--- config.mk ---
export PLATFORM = sky130hd
export DESIGN_NAME = decode_stage
export DESIGN_NICKNAME = d
export VERILOG_FILES = /design/src/rtl/decode_stage.sv
export SDC_FILE = /design/constraint.sdc
export NUM_CORES = 1
export LEC_CHECK = 0
export CAP_MARGIN = 10
export CORE_UTILIZATION = 46
export CTS_CLUSTER_SIZE = 25
export DETAILED_ROUTE_END_ITERATION = 7
export PLACE_DENSITY = 0.83
export SLEW_MARGIN = 40
export SYNTH_ARGS = -nofsm -noshare
export SYNTH_HDL_FRONTEND = slang
export SYNTH_SLANG_ARGS = --single-unit
--- constraint.sdc ---
create_clock -name clk -period 2.15 [get_ports clk]
set_input_delay 0.43 -clock clk [delete_from_list [all_inputs] [get_ports clk]]
set_output_delay 0.43 -clock clk [all_outputs]
set_load 0.005 [all_outputs]
--- src/rtl/decode_stage.sv ---
// decode_stage: RISC-V instruction decode with a 2-entry skid buffer.
//   Decodes RV32I/RV64I base opcodes (plus M when ENABLE_M) into register
//   indices, immediate, funct fields, a one-hot class and qualifier flags.
//   All outputs are registered (latency 1); in_ready is a register.
// Ports:
//   clk, rst (sync, active-high), flush (drop all held entries)
//   in_valid/in_ready/in_inst/in_pc     upstream handshake
//   out_valid/out_ready/out_pc          downstream handshake
//   rs1_num, rs2_num, rd_num, imm, funct3, funct7, op_class, is_word,
//   is_muldiv, illegal                  decoded fields of presented entry
//   op_class one-hot {auipc,lui,jalr,jal,branch,load,store,op_imm,op}
module decode_stage #(
  parameter int unsigned XLEN     = 32,
  parameter bit          ENABLE_M = 1'b0
) (
  input  logic            clk,
  input  logic            rst,
  input  logic            flush,
  input  logic            in_valid,
  output logic            in_ready,
  input  logic [31:0]     in_inst,
  input  logic [XLEN-1:0] in_pc,
  output logic            out_valid,
  input  logic            out_ready,
  output logic [XLEN-1:0] out_pc,
  output logic [4:0]      rs1_num,
  output logic [4:0]      rs2_num,
  output logic [4:0]      rd_num,
  output logic [XLEN-1:0] imm,
  output logic [2:0]      funct3,
  output logic [6:0]      funct7,
  output logic [8:0]      op_class,
  output logic            is_word,
  output logic            is_muldiv,
  output logic            illegal
);

  localparam bit RV64 = (XLEN == 64);

  typedef enum logic [6:0] {
    OPC_LOAD      = 7'h03,
    OPC_OP_IMM    = 7'h13,
    OPC_AUIPC     = 7'h17,
    OPC_OP_IMM_32 = 7'h1B,
    OPC_STORE     = 7'h23,
    OPC_OP        = 7'h33,
    OPC_LUI       = 7'h37,
    OPC_OP_32     = 7'h3B,
    OPC_BRANCH    = 7'h63,
    OPC_JALR      = 7'h67,
    OPC_JAL       = 7'h6F
  } opcode_e;

  typedef struct packed {
    logic [XLEN-1:0] pc;
    logic [4:0]      rs1;
    logic [4:0]      rs2;
    logic [4:0]      rd;
    logic [XLEN-1:0] imm;
    logic [2:0]      funct3;
    logic [6:0]      funct7;
    logic [8:0]      op_class;
    logic            is_word;
    logic            is_muldiv;
    logic            illegal;
  } entry_t;

  entry_t dec, out_q, skid_q;
  logic   skid_valid;
  logic   accept;

  logic fmt_r, fmt_i, fmt_s, fmt_b, fmt_u, fmt_j;
  logic bad, keep_f7, word, muldiv;
  logic [8:0] cls;
  logic [2:0] f3;
  logic [6:0] f7;
  logic [XLEN-1:0] imm_i, imm_s, imm_b, imm_u, imm_j;

  assign f3 = in_inst[14:12];
  assign f7 = in_inst[31:25];

  assign imm_i = XLEN'($signed(in_inst[31:20]));
  assign imm_s = XLEN'($signed({in_inst[31:25], in_inst[11:7]}));
  assign imm_b = XLEN'($signed({in_inst[31], in_inst[7], in_inst[30:25], in_inst[11:8], 1'b0}));
  assign imm_u = XLEN'($signed({in_inst[31:12], 12'b0}));
  assign imm_j = XLEN'($signed({in_inst[31], in_inst[19:12], in_inst[20], in_inst[30:21], 1'b0}));

  always_comb begin
    fmt_r   = 1'b0;
    fmt_i   = 1'b0;
    fmt_s   = 1'b0;
    fmt_b   = 1'b0;
    fmt_u   = 1'b0;
    fmt_j   = 1'b0;
    bad     = 1'b0;
    keep_f7 = 1'b0;
    word    = 1'b0;
    muldiv  = 1'b0;
    cls     = '0;
    case (in_inst[6:0])
      OPC_LOAD: begin
        fmt_i  = 1'b1;
        cls[3] = 1'b1;
        bad    = (f3 == 3'b111) || (!RV64 && (f3 == 3'b011 || f3 == 3'b110));
      end
      OPC_OP_IMM: begin
        fmt_i   = 1'b1;
        cls[1]  = 1'b1;
        keep_f7 = (f3 == 3'b001) || (f3 == 3'b101);
      end
      OPC_OP_IMM_32: begin
        if (RV64) begin
          fmt_i   = 1'b1;
          cls[1]  = 1'b1;
          word    = 1'b1;
          keep_f7 = (f3 == 3'b001) || (f3 == 3'b101);
        end else begin
          bad = 1'b1;
        end
      end
      OPC_AUIPC: begin
        fmt_u  = 1'b1;
        cls[8] = 1'b1;
      end
      OPC_LUI: begin
        fmt_u  = 1'b1;
        cls[7] = 1'b1;
      end
      OPC_STORE: begin
        fmt_s  = 1'b1;
        cls[2] = 1'b1;
        bad    = RV64 ? (f3 > 3'b011) : (f3 > 3'b010);
      end
      OPC_OP, OPC_OP_32: begin
        if (in_inst[6:0] == OPC_OP_32 && !RV64) begin
          bad = 1'b1;
        end else begin
          fmt_r   = 1'b1;
          cls[0]  = 1'b1;
          keep_f7 = 1'b1;
          word    = (in_inst[6:0] == OPC_OP_32);
          if (ENABLE_M && f7 == 7'b0000001)
            muldiv = 1'b1;
          else if (!(f7 == 7'b0000000 ||
                     (f7 == 7'b0100000 && (f3 == 3'b000 || f3 == 3'b101))))
            bad = 1'b1;
        end
      end
      OPC_BRANCH: begin
        fmt_b  = 1'b1;
        cls[4] = 1'b1;
        bad    = (f3 == 3'b010) || (f3 == 3'b011);
      end
      OPC_JALR: begin
        fmt_i  = 1'b1;
        cls[6] = 1'b1;
        bad    = (f3 != 3'b000);
      end
      OPC_JAL: begin
        fmt_j  = 1'b1;
        cls[5] = 1'b1;
      end
      default: bad = 1'b1;
    endcase

    dec          = '0;
    dec.pc       = in_pc;
    dec.rd       = (fmt_r | fmt_i | fmt_u | fmt_j) ? in_inst[11:7]  : 5'd0;
    dec.rs1      = (fmt_r | fmt_i | fmt_s | fmt_b) ? in_inst[19:15] : 5'd0;
    dec.rs2      = (fmt_r | fmt_s | fmt_b)         ? in_inst[24:20] : 5'd0;
    dec.funct3   = (fmt_r | fmt_i | fmt_s | fmt_b) ? f3 : 3'd0;
    dec.funct7   = keep_f7 ? f7 : 7'd0;
    dec.illegal  = bad;
    if (!bad) begin
      dec.op_class  = cls;
      dec.is_word   = word;
      dec.is_muldiv = muldiv;
      if (fmt_i) dec.imm = imm_i;
      if (fmt_s) dec.imm = imm_s;
      if (fmt_b) dec.imm = imm_b;
      if (fmt_u) dec.imm = imm_u;
      if (fmt_j) dec.imm = imm_j;
    end
  end

  assign accept = in_valid & in_ready;

  // The skid only ever fills while the output is held; when the output is
  // free the skid entry (older) takes priority, and in_ready=0 guarantees no
  // new beat competes with it in that cycle.
  always_ff @(posedge clk) begin
    if (rst) begin
      out_q      <= '0;
      skid_q     <= '0;
      out_valid  <= 1'b0;
      skid_valid <= 1'b0;
      in_ready   <= 1'b0;
    end else if (flush) begin
      out_valid  <= 1'b0;
      skid_valid <= 1'b0;
      in_ready   <= 1'b1;
    end else if (out_valid && !out_ready) begin
      if (accept) begin
        skid_q     <= dec;
        skid_valid <= 1'b1;
        in_ready   <= 1'b0;
      end
    end else if (skid_valid) begin
      out_q      <= skid_q;
      out_valid  <= 1'b1;
      skid_valid <= 1'b0;
      in_ready   <= 1'b1;
    end else begin
      if (accept) out_q <= dec;
      out_valid <= accept;
      in_ready  <= 1'b1;
    end
  end

  assign out_pc    = out_q.pc;
  assign rs1_num   = out_q.rs1;
  assign rs2_num   = out_q.rs2;
  assign rd_num    = out_q.rd;
  assign imm       = out_q.imm;
  assign funct3    = out_q.funct3;
  assign funct7    = out_q.funct7;
  assign op_class  = out_q.op_class;
  assign is_word   = out_q.is_word;
  assign is_muldiv = out_q.is_muldiv;
  assign illegal   = out_q.illegal;

endmodule

Word level (Yosys, flattened, before mapping):

Cells that the tools add are included.

* mux-type cells: 34
* eq/ne operators: 18
* reduce and logical (&&, ||, !) cells: 21
* bitwise gates (word level): 10
* magnitude comparators: 1

Operator list (count)
* 101-bit 2-to-1 mux: 2
* 32-bit 2-to-1 mux: 6
* 7-bit by 6-bit == test with 1-bit output, second input constant: 5
* 7-bit == test, second input constant: 3
* 1-bit 2-to-1 mux: 18
* 5-bit 2-to-1 mux: 3
* 7-bit by 5-bit == test with 1-bit output, second input constant: 2
* 11-bit 2-to-1 mux: 1
* 3-bit == test, second input constant: 3
* 7-bit by 2-bit == test with 1-bit output, second input constant: 1
* 7-bit zero test: 1
* 7-bit 2-to-1 mux: 1
* 1-bit bitwise OR: 7
* 3-bit by 2-bit == test with 1-bit output, second input constant: 2
* 1-bit logical OR: 6
* 1-bit case mux with 6 select lines: 1
* 3-bit AND reduction: 2
* 2-bit OR reduction: 3
* 3-bit OR reduction: 2
* 4-bit OR reduction: 1
* 3-bit by 1-bit == test with 1-bit output, second input constant: 1
* 3-bit by 2-bit > comparator with 1-bit output, second input constant: 1
* 3-bit zero test: 1
* 3-bit 2-to-1 mux: 1
* 8 further kinds: 10

* input bits: 69
* output and inout port bits: 103
* register bits after elaboration: 205
* logic and storage cells: 109

Depth between registers and ports, before layout:

* word-level depth: 11
* depth in mapped cells: 10
* gate-level depth less buffers: 6

Worst setup path after synthesis:

OpenSTA, ideal clock, no wires.

* path kind: input to register
* start: in in_inst[5]
* end: reg out_q, in the netlist imm[19]
* library setup time: 0.087 ns
* arrival: 2.155 ns
* path buffers: 3
* cell stages on the path: 9
* data required time: 2.063 ns
* path slack: -0.091 ns
* path through: buf_4 nand2b_1 buf_2 a221oi_1 o21ai_0 nor4_4 buf_6 or3b_1 a211oi_1

* word-level cells in the longest chain between the ends: 11
* elaborated cells between the ends (all ways): 29
* classes of those cells: 10 x eq/ne; 15 x mux; 4 x reduce/logical

Ends and longest elaborated chain
* from (decl): line 21 `input logic [31:0] in_inst,`
* 7-bit == test, or another cell as far along: line 100 `case (in_inst[6:0])`
* 3-bit OR reduction (no line)
* 1-bit 2-to-1 mux: line 100
* 32-bit 2-to-1 mux: line 178 `if (fmt_i) dec.imm = imm_i;`
* 32-bit 2-to-1 mux: line 179 `if (fmt_s) dec.imm = imm_s;`
* 32-bit 2-to-1 mux: line 180 `if (fmt_b) dec.imm = imm_b;`
* 32-bit 2-to-1 mux: line 181 `if (fmt_u) dec.imm = imm_u;`
* 32-bit 2-to-1 mux: line 182 `if (fmt_j) dec.imm = imm_j;`
* 32-bit 2-to-1 mux *: line 174 `if (!bad) begin`
* 101-bit 2-to-1 mux *: line 214 `if (accept) out_q <= dec;`
* 101-bit 2-to-1 mux *: line 208 `end else if (skid_valid) begin`
* to (signal assigned): line 209 `out_q <= skid_q;`
* to (decl): line 68 `entry_t dec, out_q, skid_q;`

Every way passes the cells marked *; elsewhere a longest branch is shown, timed or not. The select of a mux whose other input is x is not followed.
A chain may end at the register's enable or synchronous reset.

Final worst setup path:

* start: in in_inst[2]
* end: reg out_q, in the netlist imm[18]

Same word-level chain as after synthesis.

==> reports/metrics.cfg <==
[outcome]
status = complete, but fails checks
violations = DRC

[setup_path]
crit_arrival_ns = 2.47
worstPathMaxFanout = 8
required_ns = 2.57
cp-end-kind = flip-flop
startpoint_type = primary input
crit_type = in2reg

[timing]
max-slew-margin-rel = 0.6215
finalCritPeriodShare = 0.9532
worst_clock_skew_ns = 0.009202
rsz0062_at_grt = no
worst_slew_pin_slew_ns = 0.5677
hold_violations = 0
whs_ns = 0.2791
setup_violations = 0
setup_tns_ns = 0
slew_violations = 0
min_period_ns = 2.049
fmax_ghz = 0.4880

[cts]
h-tree-depth = 1
clock_sinks = 201
cts_root_buffer = clkbuf_16
holdBufCountCts = 0
cts_tree = done
cts_buffers = 21
clk_latency_ns = 0.50
clk_pin_slew_worst_paths_ns = 0.06
clk_path_buf_depth = 3

[die]
std_cell_rows = 49
fp.dieW_um = 137.4
ioPinCount = 172
coreArea_sq_um = 17960
initial_utilization = 0.4693
die_y_um = 137.4
dieArea_sq_um = 18870

[placement]
placed_area_sq_um = 10930
gp_congestion = 0.9222
io_buffers = 169
dp_hpwl_um = 17190

[grt]
grt_max_degree = 85
grt_pass1_wl_um = 39580
grt_pass1_vias = 7774
antenna_found_initial = 0
grt.overflow.total = 0
grt_usage = 0.2621

[synth]
yosysSeqAreaShare = 0.4773
synth_edf_count = 0
synth-async-reset-ratio = 0
synthTopCellsByArea = dfxtp_1 48%, a21oi_1 6.8%, nand2_1 5.7%, nor2_1 5.4%, a211oi_1 4.5%
avgSynthCellArea_sq_um = 8.405
yosys.area.top_type = dfxtp_1
synth-seq-cells = 201
synth-main-ff-cell = dfxtp_1
yosysWarnings = 0
synthesis.area_sq_um = 8431
yosysUniqueCellTypes = 59
synth_top_area_share = 0.4773
synthCells = 1003

[power_and_ir_drop]
pwr_density_cell_nw_per_um2 = 692.4
vdd_drop_max_v = 0.0005773
leakage_nw = 4.126

[cells_and_area]
syn2layout_area_growth_pct = 38.60
fin_nets = 1281
ff_latch_area_sq_um = 4028
stdcell_area_sq_um = 11690
final_common_cell = dfxtp_1
multi_input_area_sq_um = 4103
antenna_cells = 0
post-route-util = 0.6505
drive_above_1_share = 0.1478
num-fill-cells = 1437
final_cell_mix = 200 x dfxtp_1, 154 x clkdlybuf4s50_1, 126 x nand2_1, 119 x nor2_1, 113 x a21oi_1

[routing]
drt_pass1_iterations = 8
final_antenna_net_count = 0
routedWlPerCell_um = 17.49
drt_iter0_drc = 639
drc = 1
totalWireLength_um = 25430
num_vias = 8476
avgViaCountPerCell = 5.829

[min_path]
hold_path.class = in2reg

[flow_run]
maxCapViolCount = 0

[layer usage]
metal	routed length (um)	GRT usage	part of all wire
met5	0	0	0
met4	933	0.1056	0.037
met3	1718	0.04084	0.068
met2	11750	0.4179	0.46
met1	11030	0.3527	0.43
[cell type report]
cell class | count | share of cell area
Sequential cell | 201 | 0.3447
Timing Repair Buffer | 282 | 0.2237
Tap cell | 229 | 0.02452
Inverter | 4 | 0.001285
Clock inverter | 3 | 0.001606
Multi-Input combinational cell | 702 | 0.3511
Clock buffer | 33 | 0.05311
[critical path, stage by stage]
cell,delay [ns]
dlygate4sd2_1,0.33
nand4bb_1,0.21
nor3_1,0.09
a22o_1,0.23
nor4_4,0.37
buf_4,0.21
or3b_1,0.36
a211oi_2,0.22
[kinds of logic (layout without fill, tap and decap cells)]
family / Yosys count / after routing / synth area share
AND/OR/NAND/NOR: 371 / 371 / 0.1999
AO/OA/AOI/OAI: 295 / 295 / 0.2330
flip-flops: 201 / 201 / 0.4773
buffers and inverters: 101 / 322 / 0.04898
multiplexers: 33 / 33 / 0.03933
other: 1 / 2 / 0.0004448
XOR/XNOR: 1 / 1 / 0.001039
[cell usage after synthesis, types with 2 or more instances]
cell type / number
o22ai_1: 11
a21oi_1: 114
a211oi_1: 51
o21ai_0: 22
a221oi_1: 21
inv_1: 4
buf_1: 5
a21boi_0: 8
a211oi_2: 7
or2_2: 2
a22o_1: 7
nand4bb_1: 2
o31ai_1: 13
a32oi_1: 3
nand2_1: 129
buf_2: 3
a22oi_1: 8
o2111ai_1: 2
nand2b_1: 4
a31oi_1: 2
and3_1: 20
o211ai_1: 7
o21a_1: 3
nand3_1: 31
mux2i_1: 32
nor2_1: 121
nor2b_1: 3
or3b_1: 10
nand3b_1: 4
nor3_1: 30
clkbuf_1: 82
o2bb2ai_1: 6
dfxtp_1: 201
buf_4: 6
and2_1: 3
nand4_1: 3
[repair_timing]
action                                  in CTS  in global routing
cloned                                       1                  0
gates resized for setup                     41                  4
endpoints found under the hold margin        0                  0
endpoints found under the setup margin      68                 40
pin swaps                                   11                  4
setup buffers                                5                  1
[state kept, by name (all words and copies together) (netlist names)]
name / flops
funct3: 3
funct7: 7
illegal: 1
imm: 32
in_ready: 1
op_class: 9
out_pc: 32
out_valid: 1
rd_num: 5
rs1_num: 5
rs2_num: 5
skid_q: 99
skid_valid: 1
[power breakdown]
part	internal [W]	switching [W]
Combinational	0.000428	0.000405
Sequential	0.00381	0.0000490
Clock	0.00197	0.00143
Total	0.00621	0.00188
[worst paths after layout]
path / start / end / slack [ns] / cells past startpoint
hold / removal: rst / imm[20] / 0.28 / 2
setup reg to reg: in_ready / imm[7] / 0.32 / 6
hold reg to reg: skid_q[46] / skid_q[46] / 0.45 / 2
setup / recovery: in_inst[2] / imm[18] / 0.10 / 8
[per-stage QoR]
step	total power, W	worst slack (ns)	cells
global placement	0.004732	-0.7548	1411
CTS	0.008133	0.004216	1453
global route	0.008356	0.003587	1454
detailed placement	0.004744	-0.7606	1411
finish	0.008090	0.1007	1454
floorplan	0.004251	-0.06986	1004
Note: power is estimated with default switching activity, not from simulation.
